===== config.mk =====
export PLATFORM = sky130hd
export DESIGN_NAME = quad_decoder
export DESIGN_NICKNAME = d
export VERILOG_FILES = /design/src/rtl/quad_decoder.sv
export SDC_FILE = /design/constraint.sdc
export NUM_CORES = 1
export LEC_CHECK = 0
export ABC_AREA = 1
export BUFFER_PORTS_ARGS = -buffer_cell sky130_fd_sc_hd__buf_2
export CORE_UTILIZATION = 42
export DETAILED_ROUTE_END_ITERATION = 8
export GPL_TIMING_DRIVEN = 0
export MAX_ROUTING_LAYER = met4
export PLACE_DENSITY = 0.71
export SYNTH_ARGS = -nofsm -noshare
export SYNTH_HDL_FRONTEND = slang
export SYNTH_SLANG_ARGS = --single-unit

===== constraint.sdc =====
create_clock -name clk -period 3.8 [get_ports clk]
set_input_delay 0.76 -clock clk [delete_from_list [all_inputs] [get_ports clk]]
set_output_delay 0.76 -clock clk [all_outputs]
set_load 0.02 [all_outputs]

===== src/rtl/quad_decoder.sv =====
// Quadrature encoder decoder (4x decoding).
// Each channel is synchronized through two flops and may then pass through an
// optional glitch filter, enabled at build time by defining QDEC_FILTER_EN.
// The decoder compares the current {a,b} sample with the previous one.
//   Up sequence:   00 -> 10 -> 11 -> 01 -> 00
//   Down sequence: the reverse of the up sequence.
// A legal single-bit change pulses step and moves the counter by one (modulo).
// A two-bit change pulses err instead, and the counter does not move.
// clr zeroes the counter and takes priority over any count in the same cycle.
module quad_decoder #(
    parameter int CNT_W = 4
) (
    input  logic             clk,
    input  logic             rst,
    input  logic             quad_a,
    input  logic             quad_b,
    input  logic             clr,
    output logic             step,
    output logic             up_down,
    output logic [CNT_W-1:0] counter,
    output logic             err
);

    // The decoder waits this many cycles after reset before taking its first
    // sample. The wait covers the synchronizer depth, plus the filter
    // history when the filter is built in. This keeps the cleared pipeline
    // value of 00 from being compared against the real input level.
`ifdef QDEC_FILTER_EN
    localparam logic [2:0] FILL_CYC = 3'd4;
`else
    localparam logic [2:0] FILL_CYC = 3'd2;
`endif

    logic             r_a_meta, r_a_sync;
    logic             r_b_meta, r_b_sync;
    logic [2:0]       r_fill_cnt;
    logic             r_init;
    logic [1:0]       r_prev;
    logic             r_step;
    logic             r_err;
    logic             r_up_down;
    logic [CNT_W-1:0] r_counter;

    logic [1:0]       w_cur;
    logic [1:0]       w_delta;
    logic [1:0]       w_next_up;

    // Two-flop synchronizers for the asynchronous encoder channels
    always_ff @(posedge clk or negedge rst) begin
        if (!rst) begin
            r_a_meta <= 1'b0;
            r_a_sync <= 1'b0;
            r_b_meta <= 1'b0;
            r_b_sync <= 1'b0;
        end else begin
            r_a_meta <= quad_a;
            r_a_sync <= r_a_meta;
            r_b_meta <= quad_b;
            r_b_sync <= r_b_meta;
        end
    end

`ifdef QDEC_FILTER_EN
    logic [1:0] r_a_hist, r_b_hist;
    logic       r_a_filt, r_b_filt;
    logic       w_a_filt, w_b_filt;

    // The filter passes the current synchronized value only when it matches
    // the two previous samples. Otherwise it holds its last output.
    assign w_a_filt = (r_a_sync == r_a_hist[0] && r_a_sync == r_a_hist[1]) ? r_a_sync : r_a_filt;
    assign w_b_filt = (r_b_sync == r_b_hist[0] && r_b_sync == r_b_hist[1]) ? r_b_sync : r_b_filt;
    assign w_cur    = {w_a_filt, w_b_filt};

    // Sample history and last stable filter output for each channel
    always_ff @(posedge clk or negedge rst) begin
        if (!rst) begin
            r_a_hist <= 2'b00;
            r_b_hist <= 2'b00;
            r_a_filt <= 1'b0;
            r_b_filt <= 1'b0;
        end else begin
            r_a_hist <= {r_a_hist[0], r_a_sync};
            r_b_hist <= {r_b_hist[0], r_b_sync};
            r_a_filt <= w_a_filt;
            r_b_filt <= w_b_filt;
        end
    end
`else
    assign w_cur = {r_a_sync, r_b_sync};
`endif

    // Each legal step changes one bit, and a change of both bits is illegal.
    // The next up state of {a,b} is {~b, a}.
    assign w_delta   = w_cur ^ r_prev;
    assign w_next_up = {~r_prev[0], r_prev[1]};

    // Post-reset down-counter that gates the first decoded sample
    always_ff @(posedge clk or negedge rst) begin
        if (!rst) begin
            r_fill_cnt <= FILL_CYC;
        end else if (r_fill_cnt != 3'd0) begin
            r_fill_cnt <= r_fill_cnt - 3'd1;
        end
    end

    // Transition decode, direction and modulo position count
    always_ff @(posedge clk or negedge rst) begin
        if (!rst) begin
            r_init    <= 1'b0;
            r_prev    <= 2'b00;
            r_step    <= 1'b0;
            r_err     <= 1'b0;
            r_up_down <= 1'b1;
            r_counter <= '0;
        end else begin
            r_step <= 1'b0;
            r_err  <= 1'b0;
            r_prev <= w_cur;
            if (!r_init) begin
                if (r_fill_cnt == 3'd0) begin
                    r_init <= 1'b1;
                end
            end else if (w_delta == 2'b11) begin
                r_err <= 1'b1;
            end else if (w_delta != 2'b00) begin
                r_step <= 1'b1;
                if (w_cur == w_next_up) begin
                    r_up_down <= 1'b1;
                    r_counter <= r_counter + CNT_W'(1);
                end else begin
                    r_up_down <= 1'b0;
                    r_counter <= r_counter - CNT_W'(1);
                end
            end
            if (clr) begin
                r_counter <= '0;
            end
        end
    end

    assign step    = r_step;
    assign err     = r_err;
    assign up_down = r_up_down;
    assign counter = r_counter;

endmodule


== After elaboration in Yosys (flattened, before gate mapping) ==
Index checks and enable logic that the tools add are counted.
Cells by class
  $add $sub $neg: 3
  bitwise gates (word level): 3
  reduce and logical (&&, ||, !) cells: 7
  eq/ne operators: 3
  multiplexer cells: 13
Operator list (count)
  $mux 4: 5
  $mux 1: 8
  $reduce_and 3->1: 2
  $reduce_bool 2->1: 3
  $add 4x1->4 const B: 1
  $sub 4x1->4 const B: 1
  $logic_not 3->1: 1
  $reduce_bool 3->1: 1
  $sub 3x1->3 const B: 1
  $eq 2x2->1: 1
  $eq 2x2->1 const B: 1
  $ne 2x2->1 const B: 1
  $not 1->1: 2
  $xor 2x2->2: 1
Storage, ports and cells
  bits of input ports: 5
  word-level logic and storage cells: 40
  output and inout port bits: 7
  register bits after elaboration: 17

== Logic depth before layout (Yosys ltp) ==
  depth after elaboration: 7
  depth in mapped cells: 11
  depth with buffers taken out: 11

== Worst setup path after synthesis ==
OpenSTA, ideal clock, no wires.
  path kind: register to register
  from: register r_b_sync
  to: register r_counter[3] (netlist: counter[3])
  cell stages (with the launch flop): 12
  period minus slack after synthesis: 1.510 ns
  path buffers: 0
  path slack: 2.290 ns
  setup time: 0.063 ns
  data required time: 3.737 ns
  arrival: 1.447 ns
  path through: dfrtp_1 > inv_1 > nand2_1 > nand2_2 > nand2_4 > ha_1 > a21oi_1 > nand2_1 > nand3b_1 > nand3_1 > nand2_1 > inv_1
On the way
  cells in the longest elaborated chain, start to end: 6
  elaborated cells on any way between the ends: 12
  classes of those cells: eq/ne: 3; mux: 5; bitwise: 1; reduce/logical: 3
Ends and longest elaborated chain
  start, declared: line 35  | logic r_b_meta, r_b_sync;
  start signal, assigned: line 59  | r_b_sync <= r_b_meta;
  $eq 2x2->1: line 127  | if (w_cur == w_next_up) begin
  $mux 4: line 127
  $mux 4: line 125  | end else if (w_delta != 2'b00) begin
  $mux 4: line 123  | end else if (w_delta == 2'b11) begin
  $mux 4: line 119  | if (!r_init) begin
  $mux 4: line 135  | if (clr) begin
  end signal, assigned: line 129  | r_counter <= r_counter + CNT_W'(1);
  end signal, assigned: line 132  | r_counter <= r_counter - CNT_W'(1);
  end, declared: line 42  | logic [CNT_W-1:0] r_counter;
Several ways; a longest one is shown, not always the timed one. The select of a mux whose other input is x is not followed.
A chain may end at the register's enable or synchronous reset.

== Worst setup path in the final report ==
  from: register r_up_down (netlist: up_down)
  to: output up_down
RTL lines
  start, declared: line 41  | logic r_up_down;
  start signal, assigned: line 113  | r_up_down <= 1'b1;
  start signal, assigned: line 128  | r_up_down <= 1'b1;
  start signal, assigned: line 131  | r_up_down <= 1'b0;
  end, declared: line 19  | output logic up_down,
No word-level cell between the ends.

==> results.sh <==
export IMPL_post_cts_buffers=0
export IMPL_drtIter0Drc=6
export IMPL_grt_busiest_layer="met2"
export IMPL_root_buffer="clkbuf_4"
export IMPL_ys_seq_elements=17
export IMPL_synth_common_cells="inv_1, dfrtp_1, nand2_1"
export IMPL_max_stage_delay_ps=540
export IMPL_syn_mean_instance_area_um2=9.60
export IMPL_synth_ff_type="dfrtp_1"
export IMPL_post_route_period_util_pct=45.7
export IMPL_clockBufferDepth=2
export IMPL_cp_data_arrival_time_ps=980
export IMPL_antenna_found_initial=0
export IMPL_cp_required_ps=3040
export IMPL_synth_area_um2=816
export IMPL_clk_pin_slew_ps=100
export IMPL_drc=0
export IMPL_tightest_slew_ps=364
export IMPL_layoutNonFillerInstCount=125
export IMPL_drt_pass1_iterations=4
export IMPL_antenna_cells=0
export IMPL_drive_gt1_share_pct=22.0
export IMPL_worst_setup_path_start_kind="register"
export IMPL_crit_buf_inv=1
export IMPL_final_area_um2=930
export IMPL_totalWireLength_mm=1.24
export IMPL_io_pins=12
export IMPL_area_growth_pct=14.0
export IMPL_viasPerCell=4.48
export IMPL_grt_use_met2_pct=25.4
export IMPL_worst_hold_slack_ps=361
export IMPL_cts_resized=0
export IMPL_cts_made_buffers=3
export IMPL_cap_viol_max_count=0
export IMPL_avgRoutedWirePerCell_um=9.95
export IMPL_cts_tree="yes"
export IMPL_slew_viol_final=0
export IMPL_synth_nets=97
export IMPL_async_flop_share_pct=100
export IMPL_grt_usage_pct=14.7
export IMPL_fin_crit_ps=1740
export IMPL_initial_utilization_pct=46.2
export IMPL_worstHoldPathType="reg2reg"
export IMPL_worst_r2r_path_depth=11
export IMPL_power_mw=0.417
export IMPL_yosys_area_share_adder_pct=11.7
export IMPL_final_antenna_net_count=0
export IMPL_end_kind="output pin"
export IMPL_synth_top_area_cell="dfrtp_1"
export IMPL_place_area_um2=902
export IMPL_p_leak_nw=0.507
export IMPL_clk_latency_ps=280
export IMPL_grt_overflow=0
export IMPL_cts_sinks=17
export IMPL_cp_top_family="flip-flops"
export IMPL_cp_depth=1
export IMPL_use_met3_pct=3.53
export IMPL_crit_type="reg2out"
export IMPL_pwr_density_cell_nw_per_um2=449
export IMPL_ys_warn_count=0
export IMPL_setup_violations=0
export IMPL_crit_chain="buf_2"
export IMPL_yosysUniqueCellTypes=18
export IMPL_synth_top_cell_area_share_pct=46.0
export IMPL_outcome="finished clean"
export IMPL_relSlewSlack_pct=75.8
export IMPL_vias=560
export IMPL_synth_simple_gate_area_share_pct=19.0
export IMPL_slowest_stage="dfstp_2"
export IMPL_synth_most_common_cell="inv_1"
export IMPL_clock_fmax_ghz=0.576
export IMPL_port_buffers=11
export IMPL_place_congestion=0.630
export IMPL_hpwl_um=977
export IMPL_gr_usage_met1_pct=17.1
export IMPL_ir_drop_mv=0.300
export IMPL_row_count=15
export IMPL_rsz0062_at_grt="false"
export IMPL_grt_pass1_wl_mm=2.10
export IMPL_crit_fanout=2
export IMPL_hold_viol=0
export IMPL_synth_compound_area_share_pct=3.68
export IMPL_die_w_um=46.1
export IMPL_first_global_vias=531
export IMPL_synth_top_family_by_area="simple AND/OR/NAND/NOR gates"
export IMPL_nets=113
export IMPL_synthXorXnorAreaFrac_pct=5.37
export IMPL_setup_tns_ps=0
export IMPL_core_area_um2=1760
export IMPL_fin_worst_skew_ps=3.44
export IMPL_ctsHoldBuffers=0
export IMPL_synth_area_mux_share_pct=0
export IMPL_htree_levels=1
export IMPL_synth_cells=85
export IMPL_die_height_um=46.1
export IMPL_hold_depth=0
export IMPL_die_area_um2=2120
export IMPL_ys_seq_area_share_pct=52.5
export IMPL_synth_edf_count=0
export IMPL_place_inst=121
export IMPL_yosys_top_cells_area="dfrtp_1, ha_1, inv_1"
export IMPL_grt_max_degree=18
final cells by class:
cell class / count / area [um2]
fillers: 170 / 835
flip-flops and latches: 17 / 428
multi-input cells: 51 / 324
inverters: 17 / 63.8
repair buffers: 11 / 55.1
well taps: 25 / 31.3
clock buffers: 3 / 22.5
clock inverters: 1 / 5.00
layer usage:
| metal | vias to the layer above | wire (um) |
|---|---|---|
| met5 | - | 0 |
| met2 | 6 | 623 |
| li1 | 288 | - |
| met1 | 264 | 583 |
| met4 | 0 | 6 |
| met3 | 2 | 30 |
through the flow:
step / util (%) / setup slack (ps)
floorplan: - / 2290
global placement: 51.1 / 2210
detailed placement: 51.1 / 2140
CTS: 52.7 / 2050
global route: 52.7 / 1960
finish: 52.7 / 2060
kinds of logic after synthesis:
group,count (synthesis)
flip-flops,17
AND/OR/NAND/NOR,33
XOR/XNOR,5
adder cells (fa/ha/maj),7
buffers and inverters,17
AO/OA/AOI/OAI,6
placed cells by master (no fill, tap or decap):
cell      Yosys  routed
inv_1        17      17
nand2_1      15      15
dfrtp_1      15      15
buf_2         0      11
ha_1          6       6
nor2_1        5       5
nand3_1       5       5
a21oi_1       4       4
nand2_2       3       3
xnor2_1       3       3
clkbuf_4      0       3
xor2_1        2       2
o21ai_0       2       2
dfstp_2       2       2
nand2_4       1       1
or2_2         1       1
nand3b_1      1       1
nor3_1        1       1
or2_1         1       1
fa_1          1       1
clkinv_2      0       1
worst paths after layout:
kind	from	end	slack, ps
worst max register to register	r_b_sync$_DFF_PN0_	counter[3]$_DFFE_PN0P_	2120
max in group asynchronous	rst	up_down$_DFFE_PN1P_	3130
min in group asynchronous	rst	r_a_meta$_DFF_PN0_	370
worst min-delay path	r_a_meta$_DFF_PN0_	r_a_sync$_DFF_PN0_	360
worst min register to register	r_a_meta$_DFF_PN0_	r_a_sync$_DFF_PN0_	360
worst max-delay path	up_down$_DFFE_PN1P_	up_down	2060
report_power, final:
group / switching, mW / internal (mW)
clock network: 0.0543 / 0.0391
logic: 0.0685 / 0.0441
registers: 0.0123 / 0.199
total: 0.135 / 0.282
state kept, by name, indices dropped and copies added (netlist names):
register,count
err,1
r_fill_cnt,3
r_a_sync,1
r_init,1
up_down,1
r_b_sync,1
r_prev,2
counter,4
r_b_meta,1
r_a_meta,1
step,1
Power figures use the tool's default switching activity.
